$ cat src/rtl/cpu7_ifu_imm_enc.sv
// -----------------------------------------------------------------------------
// cpu7_ifu_imm_enc
//
// Instruction/immediate encoder feeding the IFU instruction-injection port.
// A request (kind, rd, rj, 32-bit value) is split into LoongArch immediate or
// offset fields and streamed out as one or two encoded instructions.
//
//   kind 0 LI   : lu12i.w rd, v[31:12]  then  ori rd, rd, v[11:0]
//   kind 1 B    : b offs26 (byte offset v, word aligned, +/-128 MiB)
//   kind 2 ADDI : addi.w rd, rj, si12
//   kind 3      : reserved, rejected
//
// Ports
//   clk, resetn                      clock, asynchronous active-low reset
//   req_valid/req_ready              request handshake
//   req_kind, req_rd, req_rj,
//   req_value                        request fields, captured at handshake
//   inst_valid/inst_ready            instruction handshake
//   inst, inst_last                  encoded word, final word of the request
//   err_valid, err_code              one-cycle reject pulse and reason
//                                    (1 unencodable, 2 misaligned, 3 kind)
//
// Build option
//   CPU7_IMM_ENC_LI_SHORT_EN : when defined, LI emits a single addi.w (value
//   fits si12) or a single lu12i.w (low 12 bits zero) instead of the pair.
// -----------------------------------------------------------------------------
module cpu7_ifu_imm_enc (
   input  logic        clk,
   input  logic        resetn,
   input  logic        req_valid,
   output logic        req_ready,
   input  logic [1:0]  req_kind,
   input  logic [4:0]  req_rd,
   input  logic [4:0]  req_rj,
   input  logic [31:0] req_value,
   output logic        inst_valid,
   input  logic        inst_ready,
   output logic [31:0] inst,
   output logic        inst_last,
   output logic        err_valid,
   output logic [1:0]  err_code
);

   localparam logic [1:0] ST_IDLE  = 2'd0;
   localparam logic [1:0] ST_EMIT1 = 2'd1;
   localparam logic [1:0] ST_EMIT2 = 2'd2;

   localparam logic [1:0] KIND_LI   = 2'd0;
   localparam logic [1:0] KIND_B    = 2'd1;
   localparam logic [1:0] KIND_ADDI = 2'd2;

   localparam logic [1:0] ERR_NONE    = 2'd0;
   localparam logic [1:0] ERR_IMM     = 2'd1;
   localparam logic [1:0] ERR_ALIGN   = 2'd2;
   localparam logic [1:0] ERR_KIND    = 2'd3;

   logic [1:0]  r_state;
   logic        r_live;      // low until the first edge after reset release
   logic [31:0] r_inst;
   logic [31:0] r_lo;        // second word of a two-instruction request
   logic        r_single;
   logic        r_inst_valid;
   logic        r_inst_last;
   logic        r_err_valid;
   logic [1:0]  r_err_code;

   logic        w_hs;
   logic        w_fits_si12;
   logic        w_fits_offs;
   logic [31:0] w_lu12i;
   logic [31:0] w_ori;
   logic [31:0] w_first;
   logic [31:0] w_second;
   logic        w_single;
   logic [1:0]  w_err;

   assign req_ready  = r_live && (r_state == ST_IDLE);
   assign w_hs       = req_valid && req_ready;

   assign inst_valid = r_inst_valid;
   assign inst       = r_inst;
   assign inst_last  = r_inst_last;
   assign err_valid  = r_err_valid;
   assign err_code   = r_err_code;

   // A value is a valid si12 when bits [31:11] are all copies of the sign.
   assign w_fits_si12 = (&req_value[31:11]) || !(|req_value[31:11]);
   // A 28-bit signed byte offset: bits [31:27] all copies of the sign.
   assign w_fits_offs = (&req_value[31:27]) || !(|req_value[31:27]);

   assign w_lu12i = {7'b0001010, req_value[31:12], req_rd};
   assign w_ori   = {10'b0000001110, req_value[11:0], req_rd, req_rd};

   // NOTE: every output of this block gets a default first so no path leaves
   // it unassigned; that is what keeps combinational logic free of latches.
   always_comb begin
      w_err    = ERR_NONE;
      w_first  = 32'd0;
      w_second = 32'd0;
      w_single = 1'b1;
      case (req_kind)
         KIND_LI: begin
`ifdef CPU7_IMM_ENC_LI_SHORT_EN
            if (w_fits_si12) begin
               w_first = {10'b0000001010, req_value[11:0], 5'd0, req_rd};
            end else if (req_value[11:0] == 12'd0) begin
               w_first = w_lu12i;
            end else begin
               w_first  = w_lu12i;
               w_second = w_ori;
               w_single = 1'b0;
            end
`else
            w_first  = w_lu12i;
            w_second = w_ori;
            w_single = 1'b0;
`endif
         end
         KIND_B: begin
            // Misalignment is reported ahead of range.
            if (req_value[1:0] != 2'b00) begin
               w_err = ERR_ALIGN;
            end else if (!w_fits_offs) begin
               w_err = ERR_IMM;
            end else begin
               w_first = {6'b010100, req_value[17:2], req_value[27:18]};
            end
         end
         KIND_ADDI: begin
            if (!w_fits_si12) begin
               w_err = ERR_IMM;
            end else begin
               w_first = {10'b0000001010, req_value[11:0], req_rj, req_rd};
            end
         end
         default: w_err = ERR_KIND;
      endcase
   end

   // NOTE: state is updated with non-blocking assignments so every flop
   // samples the pre-edge values, independent of statement order.
   always_ff @(posedge clk or negedge resetn) begin
      if (!resetn) begin
         r_state      <= ST_IDLE;
         r_live       <= 1'b0;
         r_inst       <= 32'd0;
         r_lo         <= 32'd0;
         r_single     <= 1'b0;
         r_inst_valid <= 1'b0;
         r_inst_last  <= 1'b0;
         r_err_valid  <= 1'b0;
         r_err_code   <= 2'd0;
      end else begin
         r_live      <= 1'b1;
         r_err_valid <= 1'b0;
         case (r_state)
            ST_IDLE: begin
               if (w_hs) begin
                  if (w_err != ERR_NONE) begin
                     r_err_valid <= 1'b1;
                     r_err_code  <= w_err;
                  end else begin
                     r_inst       <= w_first;
                     r_lo         <= w_second;
                     r_single     <= w_single;
                     r_inst_valid <= 1'b1;
                     r_inst_last  <= w_single;
                     r_state      <= ST_EMIT1;
                  end
               end
            end
            ST_EMIT1: begin
               if (inst_ready) begin
                  if (r_single) begin
                     r_inst_valid <= 1'b0;
                     r_inst_last  <= 1'b0;
                     r_state      <= ST_IDLE;
                  end else begin
                     // Second word follows with no bubble.
                     r_inst      <= r_lo;
                     r_inst_last <= 1'b1;
                     r_state     <= ST_EMIT2;
                  end
               end
            end
            ST_EMIT2: begin
               if (inst_ready) begin
                  r_inst_valid <= 1'b0;
                  r_inst_last  <= 1'b0;
                  r_state      <= ST_IDLE;
               end
            end
            default: begin
               r_inst_valid <= 1'b0;
               r_inst_last  <= 1'b0;
               r_state      <= ST_IDLE;
            end
         endcase
      end
   end

endmodule

$ cat config.mk
export PLATFORM = sky130hd
export DESIGN_NAME = cpu7_ifu_imm_enc
export DESIGN_NICKNAME = d
export VERILOG_FILES = /design/src/rtl/cpu7_ifu_imm_enc.sv
export SDC_FILE = /design/constraint.sdc
export NUM_CORES = 1
export LEC_CHECK = 0
export BUFFER_PORTS_ARGS = -buffer_cell sky130_fd_sc_hd__clkbuf_2
export CELL_PAD_IN_SITES_DETAIL_PLACEMENT = 0
export CELL_PAD_IN_SITES_GLOBAL_PLACEMENT = 1
export CORE_MARGIN = 10
export CORE_UTILIZATION = 30
export DETAILED_ROUTE_END_ITERATION = 8
export PLACE_DENSITY = 0.68
export SLEW_MARGIN = 20
export SYNTH_ARGS = -nofsm -noshare
export SYNTH_HDL_FRONTEND = slang
export SYNTH_SLANG_ARGS = --single-unit
$ cat constraint.sdc
create_clock -name clk -period 2.88 [get_ports clk]
set_input_delay 0.144 -clock clk [delete_from_list [all_inputs] [get_ports clk]]
set_output_delay 0.144 -clock clk [all_outputs]
set_load 0.005 [all_outputs]
==> out/results.ini, run 1 <==
[global_route]
grt_pass1_vias = 2953
grt_max_degree = 57
grt_pass1_wl_mm = 15.7
antenna_found_initial = 0
grt_use_total = 0.130
grt-ovfl-total = 0

[timing]
setup_slack_ns = 0.526
finClkSkew_ns = 0.00838
drv_slew = 0
tightestPinTransition_ns = 0.819
fin_crit_ns = 2.35
tns_ns = 0
setup_viol = 0
max_freq_ghz = 0.425
rsz0062_at_grt = false
fin_crit_sh = 0.818
max_slew_margin = 0.452
finalHoldViolCount = 31
hold_ws_ns = -0.0375

[drt]
via_per_inst = 4.96
wl_per_cell_um = 17.3
totalWireLength_mm = 9.73
drc = 0
dr.pass1.iters = 4
via_count = 2800
drtIter0Drc = 242
ant_nets = 0

[yosys]
synth_top_family_by_area = compound AO/OA/AOI/OAI gates
ys_seq_elements = 56
yosysUniqueCellTypes = 41
ys_seq_area_frac = 0.447
synthAdderAreaFrac = 0
yosys.area_share.simple = 0.119
syn_inst = 350
synth.area.top_cells = dfrtp_1 (45%), mux2i_1 (6.7%), o21ai_0 (5.9%)
yosys.area.top_type_share = 0.447
ys_warn_count = 0
synth-xor-area-share = 0
synth_area_per_cell_um2 = 8.95
synth_compound_area_frac = 0.241
syn-cell-area_um2 = 3130
yosysTopAreaCell = dfrtp_1
synthMuxAreaShare = 0.0887

[clocking]
cts_max_level = 2
cts.sinks = 56
clockBufferDepth = 2
cts_tree = done
holdBufCountCts = 0
clk_pin_slew_ns = 0.10
post_cts_buffers = 0
post_cts_resize_count = 0
numCtsBuffers = 5
clk_latency_ns = 0.31
root_buffer = clkbuf_8

[setup_path]
path_delay_family = compound AO/OA/AOI/OAI gates
cp-start-kind = flop
critPathMaxStageDelay_ns = 0.45
worstSetupEndpointType = flop
path_cells = nor2_1 > and3_1 > o21ai_0 > a211o_1 > o211ai_4 > buf_4 > mux2i_1
cpMaxStageDelayCell = dfrtp_1
crit_arrival_ns = 2.59
worst-path-buf-inv = 1
path_max_fanout = 15
critPathRequiredTime_ns = 3.12
crit_type = reg2reg

[finish]
final_common_cell = clkbuf_2
nNetsFinal = 475
n_antenna_cell = 0
final_core_utilization = 0.368
final_cells = 564
final_cell_mix = clkbuf_2 (82), dfrtp_1 (56), inv_1 (43)
stdcell_area_um2 = 3770
num-fill-cells = 1081
layout-drive-gt1-share = 0.259
syn_to_final_growth_pct = 20.4

[power]
power_density_nw_per_um2 = 545
ir_worst_vdd_uv = 227
finalPower_mw = 2.05
leakagePower_nw = 1.82

[placed_design]
gp_congestion = 0.820
dp.cells = 556
dpl_worst_slack_ns = 0.257
numPortBuffers = 82
dp_hpwl_mm = 7.41
placed_cell_area_um2 = 3660

[die]
dieHeight_um = 122
coreArea_um2 = 10200
ioPinCount = 86
dieArea_um2 = 14900
die-width_um = 122
initial_core_util = 0.306
rows = 37

[run_status]
violations = hold timing
status = complete, but fails checks

[min_path]
hold_path.class = in2async

[flow_run]
drv_cap = 0

## worst register-to-register path, stage by stage, from the launching register on
cell      delay (ns)
dfrtp_1         0.45
nor2_1          0.21
and3_1          0.23
o21ai_0         0.12
a211o_1         0.35
o211ai_4        0.34
buf_4           0.35
mux2i_1         0.24
## power breakdown
part / internal, mW / leakage [nW] / total (mW) / switching (mW)
combinational: 0.230 / 1.02 / 0.500 / 0.270
clock: 0.259 / 0.0552 / 0.518 / 0.259
sequential: 0.946 / 0.740 / 1.04 / 0.0905
total: 1.43 / 1.82 / 2.05 / 0.620
## registers in the layout (all words and copies together) (netlist names)
register / flops
r_lo: 18
r_single: 1
r_live: 1
inst: 29
r_state: 2
inst_valid: 1
inst_last: 1
err_valid: 1
err_code: 2
## kinds of logic (layout without fill, tap and decap cells)
family / count (synthesis) / count (layout)
simple gates: 77 / 77
compound gates: 119 / 119
flops: 56 / 56
buf+inv: 69 / 145
mux: 27 / 27
other cells: 2 / 4
## metal layers
layer,global-route usage,wire length (um),vias to the layer above
li1,-,-,1382
met1,0.167,4470,1318
met2,0.212,4460,92
met3,0.0361,717,8
met4,0.0309,85,0
met5,0,0,-
## cell type report
cell class                      count  area (um2)  area share
Sequential cell                    56        1400       0.372
Timing Repair Buffer               94         500       0.133
Clock inverter                      2        35.0     0.00929
Inverter                           43         161      0.0428
Multi-Input combinational cell    227        1430       0.379
Tap cell                          136         170      0.0451
Clock buffer                        6        72.6      0.0192
## cell usage after synthesis
| master | n |
|---|---|
| o32ai_1 | 1 |
| o21ai_0 | 37 |
| buf_12 | 2 |
| and2_1 | 2 |
| buf_6 | 2 |
| a2bb2oi_1 | 1 |
| nand3_1 | 5 |
| o31ai_1 | 13 |
| a221o_1 | 3 |
| dfrtp_1 | 56 |
| o2111ai_1 | 2 |
| a21o_1 | 1 |
| or3_4 | 2 |
| a2111oi_0 | 1 |
| nand2_1 | 37 |
| o211ai_2 | 1 |
| a32o_1 | 1 |
| mux2i_1 | 21 |
| nor3_1 | 3 |
| a211o_1 | 2 |
| a21oi_1 | 29 |
| mux2_2 | 6 |
| nor2b_1 | 1 |
| o21bai_1 | 2 |
| nand4_1 | 4 |
| clkbuf_1 | 18 |
| a22o_1 | 2 |
| a31o_1 | 1 |
| nor2_1 | 8 |
| and4_1 | 1 |
| a31oi_1 | 1 |
| buf_1 | 1 |
| buf_4 | 3 |
| and3_1 | 5 |
| a22oi_1 | 20 |
| conb_1 | 2 |
| or2_2 | 1 |
| a221oi_1 | 1 |
| nor4_1 | 6 |
| inv_1 | 43 |
| nand2b_1 | 2 |
## path summary, 6_finish.rpt
check / startpoint / endpoint / slack (ns) / depth (start not counted)
max in group asynchronous: resetn / r_live$_DFF_PN0_ / 2.40 / 2
worst min-delay path: resetn / inst[22]$_DFFE_PN0P_ / -0.04 / 2
worst min register to register: r_lo[24]$_DFFE_PN0P_ / r_lo[24]$_DFFE_PN0P_ / 0.49 / 2
min in group clk: req_rd[1] / r_lo[6]$_DFFE_PN0P_ / 0.09 / 3
worst max-delay path: r_state[0]$_DFFE_PN0P_ / inst[10]$_DFFE_PN0P_ / 0.53 / 7
worst max register to register: r_state[0]$_DFFE_PN0P_ / inst[10]$_DFFE_PN0P_ / 0.53 / 7
(Power assumes the default switching activity.)
==> inputs of run 2 (changes only) <==
- PLACE_DENSITY: 0.68 -> 0.71
- clock period: 2.88 -> 1.9 ns (I/O delays scaled with it)
==> run 2 against run 1 <==
The run now ends clean. Design area grew 11%. Sequential share of layout area down 3.6 points. Critical path depth increased by 1. Largest cell class unchanged.
==> out/results.ini, run 2 (synthesized netlist as in run 1, its figures left out) <==
[placed_design]
dp_hpwl_mm = 8.18
gp_congestion = 0.873
numPortBuffers = 82

[die]
dieArea_um2 = 14900
dieHeight_um = 122
initial_core_util = 0.306
coreArea_um2 = 10200
ioPinCount = 86
rows = 37
die-width_um = 122

[drt]
dr.pass1.iters = 6
drc = 0
drtIter0Drc = 201
ant_nets = 0
via_count = 3042
wl_per_cell_um = 17.1
totalWireLength_mm = 10.5
via_per_inst = 4.96

[setup_path]
critPathRequiredTime_ns = 2.11
path_max_fanout = 7
path_cells = clkbuf_2 > or3_4 > or3_4 > a31o_1 > a211o_1 > o211ai_4 > buf_6 > mux2_2
cp-start-kind = input pin
critPathMaxStageDelay_ns = 0.38
timing.rr.start = r_state[0]$_DFFE_PN0P_
crit_arrival_ns = 2.08
critPathLaunch = req_value[29]
cpMaxStageDelayCell = or3_4
cp_common_cell = or3_4
worstSetupEndpointType = flop
crit_type = in2reg

[timing]
max_freq_ghz = 0.533
finalHoldViolCount = 0
hold_ws_ns = 0.0173
rsz0062_at_grt = true
fin_crit_ns = 1.88
max_slew_margin = 0.612
tightestPinTransition_ns = 0.582
finClkSkew_ns = 0.0232
tns_ns = 0
fin_crit_sh = 0.987
drv_slew = 0
setup_viol = 0

[clocking]
clockBufferDepth = 2
cts_max_level = 2
cts.sinks = 56
cts_tree = done
clk_pin_slew_ns = 0.12
clk_latency_ns = 0.33
root_buffer = clkbuf_8
numCtsBuffers = 5

[global_route]
grt_pass1_wl_mm = 16.8
antenna_found_initial = 0
grt_pass1_vias = 3198
grt-ovfl-total = 0
grt_max_degree = 44
grt_use_total = 0.139

[finish]
n_antenna_cell = 0
final_cell_mix = clkbuf_2 (82), buf_4 (57), dfrtp_1 (56)
final_common_cell = clkbuf_2
nNetsFinal = 524
syn_to_final_growth_pct = 33.2
layout-drive-gt1-share = 0.348
final_core_utilization = 0.408
num-fill-cells = 1036
largest_reg_flops = 29

[power]
power_density_nw_per_um2 = 752
ir_worst_vdd_uv = 321
finalPower_mw = 3.14
leakagePower_nw = 2.06

[min_path]
min_from = req_value[5]
hold_path.class = in2reg

[flow_run]
drv_cap = 0

[run_status]
status = finished, final reports clean

run 2: cell type report:
class,instances,area (um2),area share
inverters,43,161,0.0387
repair buffers,143,882,0.211
flip-flops and latches,56,1400,0.336
clock buffers,5,68.8,0.0165
multi-input cells,227,1460,0.351
clock inverters,3,26.3,0.00630
well taps,136,170,0.0408
run 2: metal layers:
layer  GRT usage  share of wire  up-vias
met3      0.0310          0.067       14
li1            -              -     1480
met5           0              0        -
met1       0.184           0.46     1442
met4      0.0405          0.015        0
met2       0.224           0.46      106
run 2: stage by stage:
stage	instances	instance area [um2]	setup slack [ns]
floorplan	352	3140	-0.325
global placement	603	4020	-0.344
detailed placement	603	4020	-0.377
CTS	612	4130	0.00987
global route	613	4170	-0.0308
finish	613	4170	0.0249
run 2: where the power goes:
part	internal [mW]	leakage, nW	switching (mW)
registers	1.43	0.740	0.142
logic	0.417	1.27	0.436
clock network	0.271	0.0487	0.437
run 2: worst paths after layout:
kind                                         to  slack, ns  depth (start not counted)
setup / recovery           inst[25]$_DFFE_PN0P_       0.02                          8
hold / removal             r_lo[15]$_DFFE_PN0P_       0.02                          3
setup reg to reg           inst[25]$_DFFE_PN0P_       0.05                          7
hold reg to reg            r_lo[24]$_DFFE_PN0P_       0.48                          2
max in group asynchronous  r_lo[21]$_DFFE_PN0P_       0.89                          3
min in group asynchronous   inst[9]$_DFFE_PN0P_       0.30                          2
run 2: timing repair:
action                                  4_1_cts  5_1_grt
buffers inserted                              0        1
hold buffers                                  1        0
endpoints found under the hold margin        19        0
pin swaps                                     2        1
endpoints found under the setup margin       27       25
gates resized for setup                       5        9
run 2: critical path, delay by kind of cell:
family | cells | cell delay, ns
simple gates | 2 | 0.71
compound gates | 3 | 0.69
buf+inv | 2 | 0.25
mux | 1 | 0.33
==> inputs of run 3 (changes only) <==
- CORE_ASPECT_RATIO: not set -> 1.2
==> run 3 against run 2 <==
The flow now finishes with violations (setup timing). Non-clock buffer count up 7. Clock power is 74% higher. Combinational power grew 4.1%.
==> out/results.ini, run 3 (synthesized netlist as in run 1, its figures left out) <==
[global_route]
grt_max_degree = 44
grt-ovfl-total = 0
grt_use_total = 0.137
grt.busiest_layer = met2
grt.met3_usage = 0.0355
met2_usage = 0.218
antenna_found_initial = 0
global_route.usage.met1 = 0.172
grt_pass1_wl_mm = 16.7
grt_pass1_vias = 3153

[finish]
nNetsFinal = 531
largest_reg_flops = 29
syn_to_final_growth_pct = 40.1
layout-drive-gt1-share = 0.360
final_common_cell = clkbuf_2
n_antenna_cell = 0
final_cell_mix = clkbuf_2 (81), buf_4 (62), dfrtp_1 (56)

[setup_path]
crit_type = in2reg
critPathRequiredTime_ns = 2.08
cpMaxStageDelayCell = or3_4
path_max_fanout = 7
worstSetupEndpointType = flop
r2r_slack_ns = 0.01
critPathMaxStageDelay_ns = 0.37
crit_arrival_ns = 2.14
path_cells = buf_6 > or3_4 > or3_4 > a31o_1 > a211o_1 > o211ai_4 > buf_12 > mux2_2
cp-start-kind = input pin
reg2reg_to = inst[24]$_DFFE_PN0P_
ff2ff_path_depth = 7
cp_common_cell = or3_4
timing.rr.start = r_state[1]$_DFFE_PN0P_

[drt]
ant_nets = 0
via_per_inst = 5.00
via_count = 3053
drc = 0
drtIter0Drc = 166
dr.pass1.iters = 4
wl_per_cell_um = 17.4
totalWireLength_mm = 10.6

[clocking]
numCtsBuffers = 5
root_buffer = clkbuf_16
cts.sinks = 56
clk_latency_ns = 0.31
cts_tree = done
cts_max_level = 2
clk_pin_slew_ns = 0.08
clockBufferDepth = 2

[min_path]
min_path_cells = 3
hold_path.class = in2reg
min_from = req_value[8]
holdPathEnd = r_lo[18]$_DFFE_PN0P_

[timing]
drv_slew = 0
max_freq_ghz = 0.511
finalHoldViolCount = 0
fin_crit_sh = 1.03
tightestPinTransition_ns = 0.584
setup_viol = 18
setup_slack_ns = -0.0560
rsz0062_at_grt = true
finClkSkew_ns = 0.0141
max_slew_margin = 0.600
hold_ws_ns = 0.0409
fin_crit_ns = 1.96

[placed_design]
gp_congestion = 0.903
dp_hpwl_mm = 8.19
dpl_worst_slack_ns = -0.434
numPortBuffers = 82

[run_status]
violations = setup timing
status = complete, but fails checks

[power]
leakagePower_nw = 2.16
power_density_nw_per_um2 = 843
ir_worst_vdd_uv = 367

[die]
coreArea_um2 = 10100
dieHeight_um = 132
initial_core_util = 0.310
ioPinCount = 86
rows = 40
die-width_um = 113
dieArea_um2 = 14900

[flow_run]
drv_cap = 0

## run 3: layout make-up
class                           instances  area [um2]
Inverter                               43         161
Fill cell                            1008        5720
Timing Repair Buffer                  150         997
Clock inverter                          3        68.8
Tap cell                              126         158
Sequential cell                        56        1400
Multi-Input combinational cell        227        1480
Clock buffer                            5         125
## run 3: repair_timing
item / CTS / global route
pin swaps: 4 / 0
endpoints found under the hold margin: 18 / 0
gates resized for setup: 7 / 10
cloned: 0 / 1
setup endpoints to repair: 27 / 27
buffers inserted: 1 / 3
hold buffers: 1 / 0
## run 3: worst max-delay path, delay by kind of cell
family	cells	cell delay [ns]
AO/OA/AOI/OAI	3	0.74
AND/OR/NAND/NOR	2	0.71
multiplexers	1	0.32
buffers and inverters	2	0.25
## run 3: metal layers
layer  routed length, um  vias up  share of wire
met5                   0        -              0
met4                 172        0          0.016
met3                 535       10          0.051
met2                5070       82           0.48
met1                4810     1458           0.45
li1                    -     1503              -
## run 3: worst max-delay path by stage
stage / start / end / slack, ns
finish: req_value[29] / inst[24]$_DFFE_PN0P_ / -0.06
global route: req_value[29] / inst[23]$_DFFE_PN0P_ / -0.09
CTS: req_value[29] / inst[24]$_DFFE_PN0P_ / -0.007
detailed placement: req_value[29] / inst[15]$_DFFE_PN0P_ / -0.43
global placement: req_value[29] / inst[4]$_DFFE_PN0P_ / -0.35
floorplan: req_value[29] / inst[20]$_DFFE_PN0P_ / -0.33
## run 3: report_power, final
| part | internal [mW] | switching [mW] | leakage (nW) |
|---|---|---|---|
| clock network | 0.762 | 0.473 | 0.0944 |
| logic | 0.444 | 0.444 | 1.32 |
| registers | 1.43 | 0.139 | 0.740 |
## run 3: metrics by stage
step | util | cells | area, um2 | TNS (ns) | power (mW)
2_1_floorplan | - | 352 | 3140 | -7.18 | 1.97
3_3_place_gp | 0.402 | 596 | 4060 | -11.83 | 2.44
3_5_place_dp | 0.402 | 596 | 4060 | -14.08 | 2.46
4_1_cts | 0.425 | 606 | 4300 | -0.0266 | 3.71
5_1_grt | 0.434 | 610 | 4390 | -1.83 | 3.92
6_report | 0.434 | 610 | 4390 | -0.585 | 3.70
